`config.mk`:
```
export PLATFORM = sky130hd
export DESIGN_NAME = lcd_write_arbiter
export DESIGN_NICKNAME = d
export VERILOG_FILES = /design/src/rtl/lcd_write_arbiter.sv
export SDC_FILE = /design/constraint.sdc
export NUM_CORES = 1
export LEC_CHECK = 0
export ABC_CLOCK_PERIOD_IN_PS = 1900
export BUFFER_PORTS_ARGS = -buffer_cell sky130_fd_sc_hd__buf_2
export CAP_MARGIN = 20
export CORE_AREA = 2 2 87 89
export CTS_CLUSTER_SIZE = 24
export DETAILED_ROUTE_END_ITERATION = 10
export DIE_AREA = 0 0 89 91
export MAX_ROUTING_LAYER = met4
export PLACE_DENSITY_LB_ADDON = 0.1
export RECOVER_POWER = 25
export SYNTH_ARGS = -nofsm -noshare
export SYNTH_HDL_FRONTEND = slang
export SYNTH_SLANG_ARGS = --single-unit
```
`constraint.sdc`:
```
create_clock -name clk -period 1.9 [get_ports clk]
set_input_delay 0.38 -clock clk [delete_from_list [all_inputs] [get_ports clk]]
set_output_delay 0.38 -clock clk [all_outputs]
set_load 0.05 [all_outputs]
```
`src/rtl/lcd_write_arbiter.sv`:
```
// Arbitrates all writes into the LCD frame RAM: PPU pass-through, white clear sweep, frame counting.
// Optional build macro LCD_CLEAR_ON_RESET_EN starts a full white sweep out of reset.
module lcd_write_arbiter (
   input  logic        clk,
   input  logic        reset,
   input  logic        slow_clk_en,
   input  logic        ppu_enable,
   input  logic [15:0] pixel_num,
   input  logic [14:0] pixel_color,
   input  logic        pixel_write,
   output logic [15:0] lcd_wraddress,
   output logic [14:0] lcd_data,
   output logic        lcd_wren,
   output logic        clearing,
   output logic        frame_done,
   output logic [7:0]  frame_count
);

   localparam logic [15:0] PIXELS     = 16'd23040;
   localparam logic [15:0] LAST_PIXEL = 16'd23039;
   localparam logic [14:0] WHITE      = 15'h7fff;

   localparam logic [1:0] S_IDLE  = 2'd0;
   localparam logic [1:0] S_RUN   = 2'd1;
   localparam logic [1:0] S_CLEAR = 2'd2;

`ifdef LCD_CLEAR_ON_RESET_EN
   localparam logic [1:0] RESET_STATE = S_CLEAR;
`else
   localparam logic [1:0] RESET_STATE = S_IDLE;
`endif

   logic [1:0]  state_r;
   logic [15:0] clr_addr_r;

   logic [1:0]  state_s;
   logic [15:0] clr_addr_s;
   logic [15:0] wraddress_s;
   logic [14:0] data_s;
   logic        wren_s;
   logic        clearing_s;
   logic        frame_done_s;
   logic [7:0]  frame_count_s;
   logic        accept_s;

   // Next-state and next-output decode; every output is registered below.
   always_comb begin
      state_s       = state_r;
      clr_addr_s    = clr_addr_r;
      wraddress_s   = lcd_wraddress;
      data_s        = lcd_data;
      wren_s        = 1'b0;
      clearing_s    = 1'b0;
      frame_done_s  = 1'b0;
      frame_count_s = frame_count;
      accept_s      = slow_clk_en & pixel_write & (pixel_num < PIXELS);

      case (state_r)
         S_IDLE: begin
            if (ppu_enable) begin
               state_s = S_RUN;
            end else begin
               state_s = S_IDLE;
            end
         end
         S_RUN: begin
            // Turning the PPU off wins over a same-cycle write strobe.
            if (!ppu_enable) begin
               state_s    = S_CLEAR;
               clr_addr_s = 16'd0;
            end else if (accept_s) begin
               wren_s      = 1'b1;
               wraddress_s = pixel_num;
               data_s      = pixel_color;
               if (pixel_num == LAST_PIXEL) begin
                  frame_done_s  = 1'b1;
                  frame_count_s = frame_count + 8'd1;
               end else begin
                  frame_done_s  = 1'b0;
               end
            end else begin
               wren_s = 1'b0;
            end
         end
         S_CLEAR: begin
            wren_s      = 1'b1;
            clearing_s  = 1'b1;
            wraddress_s = clr_addr_r;
            data_s      = WHITE;
            // ppu_enable is only consulted at the end, so toggles never abort the sweep.
            if (clr_addr_r == LAST_PIXEL) begin
               clr_addr_s = 16'd0;
               if (ppu_enable) begin
                  state_s = S_RUN;
               end else begin
                  state_s = S_IDLE;
               end
            end else begin
               clr_addr_s = clr_addr_r + 16'd1;
            end
         end
         default: begin
            state_s    = S_IDLE;
            clr_addr_s = 16'd0;
         end
      endcase
   end

   // State, counters and registered outputs.
   always_ff @(posedge clk or posedge reset) begin
      if (reset) begin
         state_r       <= RESET_STATE;
         clr_addr_r    <= 16'd0;
         lcd_wraddress <= 16'd0;
         lcd_data      <= 15'd0;
         lcd_wren      <= 1'b0;
         clearing      <= 1'b0;
         frame_done    <= 1'b0;
         frame_count   <= 8'd0;
      end else begin
         state_r       <= state_s;
         clr_addr_r    <= clr_addr_s;
         lcd_wraddress <= wraddress_s;
         lcd_data      <= data_s;
         lcd_wren      <= wren_s;
         clearing      <= clearing_s;
         frame_done    <= frame_done_s;
         frame_count   <= frame_count_s;
      end
   end

endmodule

```
# Word-level counts from Yosys, hierarchy flattened
# Cells that the tools add are included.
[classes]
magnitude_cmp = 1
n_eq_ne = 8
n_bitwise = 3
n_reduce_logical = 6
mux = 21
n_addsub = 2
[op_table]
columns = ["cell", "n"]
rows = [
  ["$mux 16", 4],
  ["$pmux 16 s3", 1],
  ["$eq 16x15->1 const B", 2],
  ["$pmux 16 s2", 1],
  ["$mux 15", 2],
  ["$pmux 15 s2", 1],
  ["$add 16x1->16 const B", 1],
  ["$lt 16x15->1 const B", 1],
  ["$add 8x1->8 const B", 1],
  ["$mux 1", 8],
  ["$ne 2x2->1 const B", 4],
  ["$pmux 2 s3", 1],
  ["$mux 2", 2],
  ["$reduce_and 2->1", 2],
  ["$reduce_and 4->1", 1],
  ["$reduce_and 3->1", 1],
  ["$and 1x1->1", 2],
  ["$eq 2x1->1 const B", 1],
  ["$eq 2x2->1 const B", 1],
  ["$logic_not 2->1", 1],
  ["$pmux 1 s2", 1],
  ["$reduce_bool 2->1", 1],
  ["$not 1->1", 1],
]
[word_totals]
ff_bits = 60
in_bits = 36
wordCells = 49
output_inout_bits = 42

# Logic depth before layout (Yosys ltp)
[depth]
word_depth = 5
depth_mapped = 8
depth_no_buf = 7

# Least setup slack after synthesis
# Ideal clock, no wire load.
[synth_timing]
path_type = "flip-flop to flip-flop"
startpoint = "reg state_r[0]"
endpoint = "reg lcd_wraddress[0]"
t_required_ns = 1.775
arrival_time_ns = 1.962
setup_time_ns = 0.125
period_less_slack_ns = 2.087
slack_ns = -0.187
path_buffers = 2
stages_incl_launch_ff = 7
path_cell_list = "dfrtp_1 inv_1 ha_1 clkbuf_1 clkbuf_1 mux2_2 mux2_2"
[synth_via]
elab_chain_cells = 3
elab_cells_between_ends = 7
cone_classes = "eq/ne: 4; mux: 1; reduce/logical: 2"
[synth_lines]
columns = ["element", "line", "text"]
rows = [
  ["start, declared", "33", "logic [1:0] state_r;"],
  ["start signal, assigned", "121", "state_r <= state_s;"],
  ["$eq 2x1->1 or $eq 2x2->1 (tied branches)", "58", "case (state_r)"],
  ["$ne 2x2->1 (no source line) or $reduce_bool 2->1 (tied branches)", "n/a", ""],
  ["$reduce_and 3->1 (no source line)", "n/a", ""],
  ["end signal, assigned", "123", "lcd_wraddress <= wraddress_s;"],
  ["end, declared", "11", "output logic [15:0] lcd_wraddress,"],
]
# Several ways; a longest one is shown, not always the timed one.
# A chain may end at the register's enable or synchronous reset.

# Worst setup path in the final report
[layout_timing]
startpoint = "reg clr_addr_r[15]"
endpoint = "reg clr_addr_r[5]"
[layout_via]
elab_chain_cells = 3
[layout_lines]
columns = ["element", "line", "text"]
rows = [
  ["start, declared", "34", "logic [15:0] clr_addr_r;"],
  ["start signal, assigned", "122", "clr_addr_r <= clr_addr_s;"],
  ["$eq 16x15->1", "91", "if (clr_addr_r == LAST_PIXEL) begin"],
  ["$mux 16", "91", ""],
  ["$pmux 16 s3", "58", ""],
]
# No other way between the ends.

==> results.md <==
* Period utilization at ~100%
* CP startpoint kind: flop
* Initial Util at between 30 and 40%
* Top delay family on crit path: simple AND/OR/NAND/NOR gates
* Max-cap violations at 0
* Share of layout cells above drive strength 1 at approximately 51%
* Number of buffers and inverters on the critical path at 1
* Post-synth ARST share at 100.0%
* Largest net degree at the start of global routing at 45
* Setup WS post-layout at 0.005277 ns
* Post-synth EDFFs at 0
* Synth Register Bits at 60
* Critical path arrival at approximately 2.1 ns
* Total number of vias at ~2300
* Final min period at about 1.9 ns
* Required time worst endpoint at about 2.1 ns
* Most frequent cells in the layout: 78 x buf_2, 59 x dfrtp_1, 38 x buf_4
* Total Power at roughly 5.5 mW
* Drt initial violations at 45
* Hold Buf Count CTS at 0
* Top Metal Used: met4
* CTS tree: done
* Syn Area/Cell at about 12 µm²
* Die area at roughly 0.0081 mm²
* Library cells used by synthesis at 33
* Clk_lat worst skew at 0.34 ns
* Post-DP HPWL at just under 5 mm
* WL met3 at 227 µm
* Status: finished, final reports clean
* Seq/Total Area, Yosys at a little over half
* Pwr per Cell Area at around 1400 mW/mm²
* Ports at 78
* Core area at 0.007137 mm²
* Global-route wire length before repair at between 10 and 15 mm
* Worst hold-check path type: in -> async
* Number of placement rows at 31
* Post-DR vias/cell at just under 5
* Post-synth top flop: dfrtp_1
* CTS root buffer: clkbuf_8
* Maximum operating frequency at approximately 0.53 GHz
* Finished Layout Cells at 470
* Inserted Clock Buffers at 9
* DRT antenna net count at 0
* Total GRT Usage at 18.06%
* Mapped Area at around 0.0028 mm²
* Die W at 89 µm
* DRT met1 WL at roughly 3.2 mm
* Initial antenna violation count at 0
* Syn Nets at 283
* Max incr delay on CP at 0.55 ns
* Port-buffer cells at 77
* IR drop worst, VDD at between 0.7 and 0.8 mV
* Drt total wl at about 6.7 mm
* Max_slew headroom at between 30% and 40%
* Final setup viols at 0
* Placer Congestion at between 0.7 and 0.8
* CP max stage cell: or4_4
* # diodes at 0
* Area growth from synthesis to layout at 43.90%
* Worst Tran Pin Value at 0.9946 ns
* H-Tree Depth at 3
* LEAKAGE at 1.877 nW
* Commonest non-fill, non-tap cell in the layout: buf_2
* Dpl ws at -0.1305 ns
* Critical path type: reg -> reg
* Dpl cells at about 450
* Crit Path Max Fanout at 5
* Post-Synthesis Cells at 240
* Die Ht at 91 µm
* Clk slew on worst S/H paths at 0.08 ns
* Fin nets at 409
* CP Cell Sequence: or4_4 > o41a_1 > nor2_4 > clkbuf_16 > nor2_1
* Wire per inst at 14.17 µm
* Vias in the first global route at around 2200
* Final Hold Viols at 0
* Clk_skew at between 0.01 and 0.015 ns
* Worst Setup End Kind: flop
* Clock tree buffer depth at 2
* DR DRC count at 0
* Num Clock Sinks at 60
* Max Slew Vio Count at 0
* YS warnings at 0
* TritonRoute pass-1 iters at 4
* Met2 wire length at 3.149 mm
* Setup repair after global routing missed its margin: yes
* Final core occ at around 56%
* Grt ovf at 0
[synthesized netlist by cell type (all sizes together), types with 3 or more instances]
| master | n | area share, % |
|---|---|---|
| dfrtp | 60 | 54 |
| mux2 | 33 | 13 |
| nand2 | 23 | 3.1 |
| nor2 | 17 | 2.4 |
| o22a | 15 | 4.7 |
| xor2 | 14 | 4.4 |
| o21ai | 11 | 2.0 |
| nand3 | 10 | 1.8 |
| ha | 7 | 3.1 |
| inv | 6 | 0.80 |
| nand4 | 6 | 1.3 |
| clkbuf | 4 | 0.54 |
| nor3 | 4 | 0.71 |
| nor4 | 3 | 0.67 |
| xnor2 | 3 | 0.94 |
[final timing paths]
path / start / end / slack (ns) / cells past startpoint
max in group asynchronous: reset / state_r[0]$_DFFE_PP0P_ / 0.32 / 3
min in group clk: pixel_color[13] / lcd_data[13]$_DFFE_PP0P_ / 0.24 / 2
worst min register to register: frame_count[7]$_DFFE_PP0P_ / frame_count[7]$_DFFE_PP0P_ / 0.46 / 1
worst max-delay path: clr_addr_r[15]$_DFFE_PP0P_ / clr_addr_r[5]$_DFFE_PP0P_ / 0.005 / 5
worst max register to register: clr_addr_r[15]$_DFFE_PP0P_ / clr_addr_r[5]$_DFFE_PP0P_ / 0.005 / 5
worst min-delay path: reset / lcd_data[1]$_DFFE_PP0P_ / 0.1 / 2
[timing repair]
item                                    CTS  global route
buffers inserted                          1             4
gates resized for setup                   4            24
pin swaps                                 2             5
endpoints found under the hold margin     0             0
gates cloned                              0             1
endpoints found under the setup margin   42            44
[worst register-to-register path, cell delays in order (launching register included)]
cell and delay (ns):
dfrtp_1 0.38, or4_4 0.55, o41a_1 0.44, nor2_4 0.20, clkbuf_16 0.17, nor2_1 0.04
[metal layers]
| layer | global-route usage [%] | vias up |
|---|---|---|
| met5 | - | - |
| met4 | 7.090 | 0 |
| met3 | 3.364 | 9 |
| met2 | 25.81 | 46 |
| met1 | 25.43 | 1091 |
| li1 | - | 1121 |
[kinds of logic after synthesis]
group,synth area share (%)
and+or+nand+nor,13.09
DFF,53.60
AOI/OAI and AO/OA,9.915
muxes,13.26
xor gates and xnor gates,5.315
buffers and inverters,1.697
adders and majority gates,3.126
[area by class of cell]
class	instances	area (µm²)
clock buffers	9	123.9
clock inverters	7	98.84
fillers	641	3105
inverters	6	22.52
multi-input cells	168	1379
flip-flops and latches	60	1503
well taps	99	123.9
repair buffers	121	780.7
[sequential cells by signal, summed over array words and instances (netlist names)]
register and flops:
lcd_data 15, clr_addr_r 16, clearing 1, frame_count 8, lcd_wren 1, state_r 2
frame_done 1, lcd_wraddress 16
[where the power goes]
group,switching [mW],internal (mW)
Combinational,1.56,0.976
Clock,0.534,0.744
Sequential,0.128,1.54
Total,2.23,3.26
[through the flow]
| step | setup TNS (ns) | instance area, µm² | hold WS [ns] |
|---|---|---|---|
| 2_1_floorplan | -0.008219 | 2825 | 0.4879 |
| 3_3_place_gp | -1.132 | 3650 | 0.3815 |
| 3_5_place_dp | -2.700 | 3650 | 0.3822 |
| 4_1_cts | 0 | 3900 | 0.007047 |
| 5_1_grt | -1.543 | 4031 | 0.1643 |
| 6_report | 0 | 4031 | 0.09936 |
(Power assumes the default switching activity.)
